## src/rtl/mem_port_arbiter.sv

```systemverilog
// Shares one single-port memory between the fetch (I) and memory-stage (D) requesters.
// Latency: 4 cycles minimum per access (IDLE, REQ, WAIT, RESP); +1 per withheld m_gnt / delayed m_rvalid.
// Backpressure: requests are held by the pipeline; the loser and the in-flight owner see their stall high until their rvalid cycle.
//
// Ports:
//   clk, rst          rising-edge clock, asynchronous active-low reset
//   i_req/i_addr      instruction read request (held until i_rvalid)
//   i_rdata/i_rvalid  instruction response, i_stall freezes fetch
//   d_req/d_we/d_addr/d_wdata   data request (held until d_rvalid)
//   d_rdata/d_rvalid  data response (also write acknowledge), d_stall freezes memory stage
//   m_req/m_we/m_addr/m_wdata   request to the shared memory
//   m_gnt/m_rvalid/m_rdata      memory handshake and response
module mem_port_arbiter #(
    parameter int ADDR_W     = 32,
    parameter int DATA_W     = 32,
    parameter int STARVE_MAX = 4
) (
    input  logic              clk,
    input  logic              rst,

    input  logic              i_req,
    input  logic [ADDR_W-1:0] i_addr,
    output logic [DATA_W-1:0] i_rdata,
    output logic              i_rvalid,
    output logic              i_stall,

    input  logic              d_req,
    input  logic              d_we,
    input  logic [ADDR_W-1:0] d_addr,
    input  logic [DATA_W-1:0] d_wdata,
    output logic [DATA_W-1:0] d_rdata,
    output logic              d_rvalid,
    output logic              d_stall,

    output logic              m_req,
    output logic              m_we,
    output logic [ADDR_W-1:0] m_addr,
    output logic [DATA_W-1:0] m_wdata,
    input  logic              m_gnt,
    input  logic              m_rvalid,
    input  logic [DATA_W-1:0] m_rdata
);

    localparam int CNT_W = (STARVE_MAX < 1) ? 1 : $clog2(STARVE_MAX + 1);
    localparam logic [CNT_W-1:0] CNT_MAX = CNT_W'(STARVE_MAX);

    localparam logic OWN_I = 1'b0;
    localparam logic OWN_D = 1'b1;

    typedef enum logic [1:0] {
        ST_IDLE = 2'd0,
        ST_REQ  = 2'd1,
        ST_WAIT = 2'd2,
        ST_RESP = 2'd3
    } state_t;

    state_t           state;
    logic             owner;
    logic [CNT_W-1:0] starve_cnt;

    // ------------------------------------------------------------------
    // Arbitration (only consumed in IDLE)
    // ------------------------------------------------------------------
    logic             any_req;
    logic             both_req;
    logic             starved;
    logic             pick_d;
    logic [CNT_W-1:0] starve_nxt;

    assign any_req  = i_req | d_req;
    assign both_req = i_req & d_req;
    assign starved  = (starve_cnt == CNT_MAX);

    // D has priority unless the instruction side has already lost
    // STARVE_MAX contested rounds in a row.
    assign pick_d   = d_req & ~(i_req & starved);

    // Only contested losses count against I; any I grant restores it.
    // An uncontested D grant leaves the count untouched.
    always_comb begin
        starve_nxt = starve_cnt;
        if (both_req && pick_d) begin
            if (!starved) begin
                starve_nxt = starve_cnt + CNT_W'(1);
            end
        end else if (i_req && !pick_d) begin
            starve_nxt = '0;
        end
    end

    // ------------------------------------------------------------------
    // Sequencer. m_addr/m_we/m_wdata double as the latched copies of the
    // winning request, so they stay stable for the whole REQ phase and
    // m_addr/m_wdata simply keep their value once the request is taken.
    // ------------------------------------------------------------------
    always_ff @(posedge clk or negedge rst) begin
        if (!rst) begin
            state      <= ST_IDLE;
            owner      <= OWN_I;
            starve_cnt <= '0;
            m_req      <= 1'b0;
            m_we       <= 1'b0;
            m_addr     <= '0;
            m_wdata    <= '0;
            i_rvalid   <= 1'b0;
            d_rvalid   <= 1'b0;
            i_rdata    <= '0;
            d_rdata    <= '0;
        end else begin
            case (state)
                ST_IDLE: begin
                    if (any_req) begin
                        owner      <= pick_d ? OWN_D : OWN_I;
                        starve_cnt <= starve_nxt;
                        m_req      <= 1'b1;
                        m_addr     <= pick_d ? d_addr : i_addr;
                        // Instruction fetches are always reads.
                        m_we       <= pick_d & d_we;
                        if (pick_d) begin
                            m_wdata <= d_wdata;
                        end
                        state      <= ST_REQ;
                    end
                end

                ST_REQ: begin
                    if (m_gnt) begin
                        m_req <= 1'b0;
                        m_we  <= 1'b0;
                        state <= ST_WAIT;
                    end
                end

                ST_WAIT: begin
                    // m_rvalid is only meaningful here; elsewhere it is dropped.
                    if (m_rvalid) begin
                        if (owner == OWN_D) begin
                            d_rdata  <= m_rdata;
                            d_rvalid <= 1'b1;
                        end else begin
                            i_rdata  <= m_rdata;
                            i_rvalid <= 1'b1;
                        end
                        state <= ST_RESP;
                    end
                end

                ST_RESP: begin
                    // Single-cycle pulse; no arbitration until back in IDLE.
                    i_rvalid <= 1'b0;
                    d_rvalid <= 1'b0;
                    state    <= ST_IDLE;
                end

                default: begin
                    state <= ST_IDLE;
                end
            endcase
        end
    end

    // ------------------------------------------------------------------
    // Stalls: a requester is released only in its own response cycle.
    // ------------------------------------------------------------------
    logic resp_i;
    logic resp_d;

    assign resp_i  = (state == ST_RESP) && (owner == OWN_I);
    assign resp_d  = (state == ST_RESP) && (owner == OWN_D);
    assign i_stall = i_req & ~resp_i;
    assign d_stall = d_req & ~resp_d;

    // ------------------------------------------------------------------
    // Invariants
    // ------------------------------------------------------------------
    a_rvalid_onehot: assert property (@(posedge clk) disable iff (!rst)
        !(i_rvalid && d_rvalid));

    a_starve_bound: assert property (@(posedge clk) disable iff (!rst)
        starve_cnt <= CNT_MAX);

    a_req_we_idle: assert property (@(posedge clk) disable iff (!rst)
        !m_req |-> !m_we);

endmodule

```

## config.mk

```make
export PLATFORM = sky130hd
export DESIGN_NAME = mem_port_arbiter
export DESIGN_NICKNAME = d
export VERILOG_FILES = /design/src/rtl/mem_port_arbiter.sv
export SDC_FILE = /design/constraint.sdc
export NUM_CORES = 1
export LEC_CHECK = 0
export BUFFER_PORTS_ARGS = -buffer_cell sky130_fd_sc_hd__buf_2
export CORE_MARGIN = 2
export CORE_UTILIZATION = 51
export CTS_CLUSTER_DIAMETER = 200
export DETAILED_ROUTE_END_ITERATION = 16
export PLACE_DENSITY_LB_ADDON = 0.3
export SYNTH_ARGS = -nofsm -noshare
export SYNTH_HDL_FRONTEND = slang
export SYNTH_SLANG_ARGS = --single-unit
```

## constraint.sdc

```tcl
create_clock -name clk -period 4 [get_ports clk]
set_clock_uncertainty 0.1 [all_clocks]
set_input_delay 0.4 -clock clk [delete_from_list [all_inputs] [get_ports clk]]
set_output_delay 0.4 -clock clk [all_outputs]
set_load 0.1 [all_outputs]
```

Yosys cells after proc, flatten, opt, wreduce, memory -nomap -nowiden
Index checks and enable logic that the tools add are counted.

cells by class
  $add $sub $neg = 1
  equal/unequal tests = 10
  mux-type cells = 20
  bitwise gates (word level) = 11
  reduce and logical (&&, ||, !) cells = 18

operators by type and width
  cell                                           count
  two-way mux 32 bit                             1
  AND reduction 3 bit                            7
  inequality test 2 bit, second input constant   6
  two-way mux 3 bit                              3
  two-way mux 1 bit                              8
  case mux 1 bit (2 select lines)                4
  case mux 2 bit (4 select lines)                1
  bitwise AND 1 bit                              6
  two-way mux 2 bit                              3
  nonzero test 2 bit                             3
  == test 2 bit, second input constant           2
  logical AND 1 bit                              4
  NOT 1 bit                                      4
  AND reduction 4 bit                            1
  adder 3 x 1 -> 3 bit, second input constant    1
  == test 3 bit, second input constant           1
  == test 2 x 1 -> 1 bit, second input constant  1
  logical NOT 2 bit                              1
  AND reduction 2 bit                            1
  logical NOT 1 bit                              1
  OR 1 bit                                       1

word-level totals
  bits in registers = 138
  input port bits = 135
  word-level logic and storage cells = 71

Longest topological paths before layout
  depth in word-level cells = 8
  mapped depth = 7

Least setup slack after synthesis
OpenSTA, ideal clock, no wires.

  kind = input -> output
  from = in d_req
  to = out d_stall
  arrival = 2.806 ns
  setup slack = 0.694 ns
  stages on the path = 2
  path buffers = 1
  cells stage by stage = buf_2 a21boi_0

on the way
  cells in the longest elaborated chain, start to end = 1

ends and longest elaborated chain
  element             RTL line  text
  start: declaration  27        input logic d_req,
  bitwise AND 1 bit   171       assign d_stall = d_req & ~resp_d;
  end: declaration    33        output logic d_stall,

No other way between the ends.

Final worst setup path
  from = reg state[0]
  to = reg m_addr[9]

on the way
  cells in the longest elaborated chain, start to end = 2

ends and longest elaborated chain
  element                        RTL line  text
  start: declaration             57        state_t state;
  start signal: assignment       98        state <= ST_IDLE;
  start signal: assignment       122       state <= ST_REQ;
  start signal: assignment       130       state <= ST_WAIT;
  logical NOT 2 bit              110       case (state)
  AND reduction 2 bit (no line)  n/a
  end signal: assignment         116       m_addr <= pick_d ? d_addr : i_addr;
  end: declaration               37        output logic [ADDR_W-1:0] m_addr,

No other way between the ends.
A chain may end at the register's enable or synchronous reset.

==> metrics.csv <==
metric;value;unit
final setup TNS;0;ns
FF+latch count, synth;138;
most frequent cells in the layout;buf_2, dfrtp_1, nand2_1;
Multi-input gate area;2226;sq um
Warnings, synthesis;0;
largest net degree at the start of global routing;98;
Layout area overhead;33.30;%
die area;12440;sq um
DRT Wirelength;15040;um
clk_lat worst skew;0.40;ns
CP Max Fanout;33;
reg2reg end;m_addr[9];
antenna violations before repair;0;
Layout Nets;847;
Filler Cell Count;836;
ys async rst share;100.0;%
EDFF count, synth;0;
Total GRT Usage;24.59;%
Setup WS pre-CTS;1.130;ns
failing checks;hold timing;
required arrival time at the worst endpoint;4.22;ns
Inserted Clock Buffers;17;
sequential share of the synthesized area;58.54;%
# diodes;0;
Max Slew Vio Count;0;
Core Region;11370;sq um
top cells by area, synth;dfrtp_1, mux2_2, mux2_1;
detailed placement HPWL;10740;um
area of the mapped netlist;5899;sq um
vias in the first global route;4867;
routed len/inst;17.46;um
DR vias/cell;5.354;
Setup Crit Path Kind;register to register;
FF-to-FF path depth;5;
Die Wd;111.6;um
via count;4610;
post-layout min period;2.813;ns
Sequential Area;3453;sq um
Yosys top cell area share;58.54;%
Hold WS;-0.01459;ns
clk buf depth;2;
Post-CTS Hold Fix Bufs;0;
Avg Inst Size Synth;13.23;sq um
status;finished with violations;
first-pass GRT wire length;24340;um
Netlist cell types;33;
Net Count, Synth;588;
1st-iter DRT viols;267;
row count;39;
worst hold path type;input port to asynchronous set/reset pin;
Synth Flop Type;dfrtp_1;
H-Tree Depth;4;
Setup crit start kind;register;
clk root buf;clkbuf_16;
critical path startpoint;state[0];
reg2reg start;state[0];
DRC;0;
number of port buffers;268;
CTS tree;yes;
Clock Sink Count;138;
final setup fails;0;
post-cts resize count;0;
Worst setup endpoint;m_addr[9];
slew margin rel.;19.81;%
ANT nets after route;0;
CP Capture Type;register;
commonest non-fill, non-tap cell in the layout;buf_2;
fin area;7864;sq um
max-cap violations;0;
R2R Setup Slk;1.19;ns
die span in y;111.6;um
FMAX;0.3555;GHz
RSZ-0062 raised after global routing;false;
share of layout cells above drive strength 1;55.57;%
fin worst setup slack;1.187;ns
critical path arrival;3.03;ns
IO Count;269;
worst slew pin tran;1.203;ns
Initial Utilization;51.89;%
DRT Pass-1 Iters;4;
Final GP Congestion;0.8159;
# Post-CTS Setup Buffers;0;
area leader, netlist;dfrtp_1;
endpoints failing hold;4;
Final period util;70.32;%
Placement Cell Area;7262;sq um
gr ovfl total;0;
cell count after synthesis;446;
Worst-path clk slew;0.06;ns
## how the worst min path moves through the flow
stage	end	cells past startpoint
after floorplan	d_rdata[0]	0
after global placement	m_req	1
after detailed placement	m_addr[3]	2
after CTS	d_rdata[10]	1
after global routing	i_rdata[8]	1
final	i_rdata[8]	1
## per-layer routing
layer | GRT usage, % | routed length, um | vias to the layer above
met5 | 0 | 0 | -
met4 | 6.420 | 225 | 0
met3 | 6.859 | 967 | 21
met2 | 43.17 | 7766 | 193
met1 | 30.13 | 6077 | 2278
li1 | - | - | 2118
## synth_stat cells, types with 2 or more instances
| library cell | count |
|---|---|
| clkbuf_1 | 9 |
| nand3_4 | 2 |
| a21boi_0 | 2 |
| ha_1 | 7 |
| nand2_1 | 69 |
| nor2b_1 | 2 |
| inv_1 | 7 |
| mux2_1 | 29 |
| o211ai_1 | 10 |
| buf_2 | 15 |
| nand4_1 | 33 |
| dfrtp_1 | 138 |
| o211ai_2 | 22 |
| mux2_2 | 68 |
| nor2_1 | 4 |
| buf_6 | 7 |
| o21ai_0 | 4 |
| a21oi_1 | 3 |
## flip-flops by register name, summed over array words and instances (netlist names)
register,flops
starve_cnt,3
i_rvalid,1
i_rdata,32
state,2
d_rdata,32
owner,1
m_wdata,32
m_addr,32
d_rvalid,1
m_we,1
m_req,1
## cell families (layout without fill, tap and decap cells)
| family | count (synthesis) | after routing | synth area share, % |
|---|---|---|---|
| buffers and inverters | 39 | 311 | 3.754 |
| DFF | 138 | 138 | 58.54 |
| muxes | 97 | 97 | 18.52 |
| and+or+nand+nor | 115 | 115 | 9.650 |
| adders and majority gates | 7 | 7 | 1.485 |
| AOI/OAI and AO/OA | 50 | 50 | 8.059 |
## stage by stage
| step | utilization, % | cells |
|---|---|---|
| floorplan | - | 446 |
| global placement | 63.87 | 829 |
| detailed placement | 63.87 | 829 |
| CTS | 69.16 | 861 |
| global route | 69.16 | 861 |
| finish | 69.16 | 861 |
## cell type report
class / count / share of cell area [%]
clock buffers: 18 / 5.457
clock inverters: 14 / 2.196
inverters: 7 / 0.3341
multi-input cells: 269 / 28.31
flip-flops and latches: 138 / 43.91
well taps: 143 / 2.275
repair buffers: 272 / 17.52
## critical path: stages, from the launching register on
cell and delay, ns:
dfrtp_1 0.41, inv_1 0.12, ha_1 0.66, o21a_1 1.03
nand2_1 0.21, o211ai_2 0.18
Power is not shown: default switching activity piles up to over one toggle a cycle in this logic, so the estimate is an artifact.
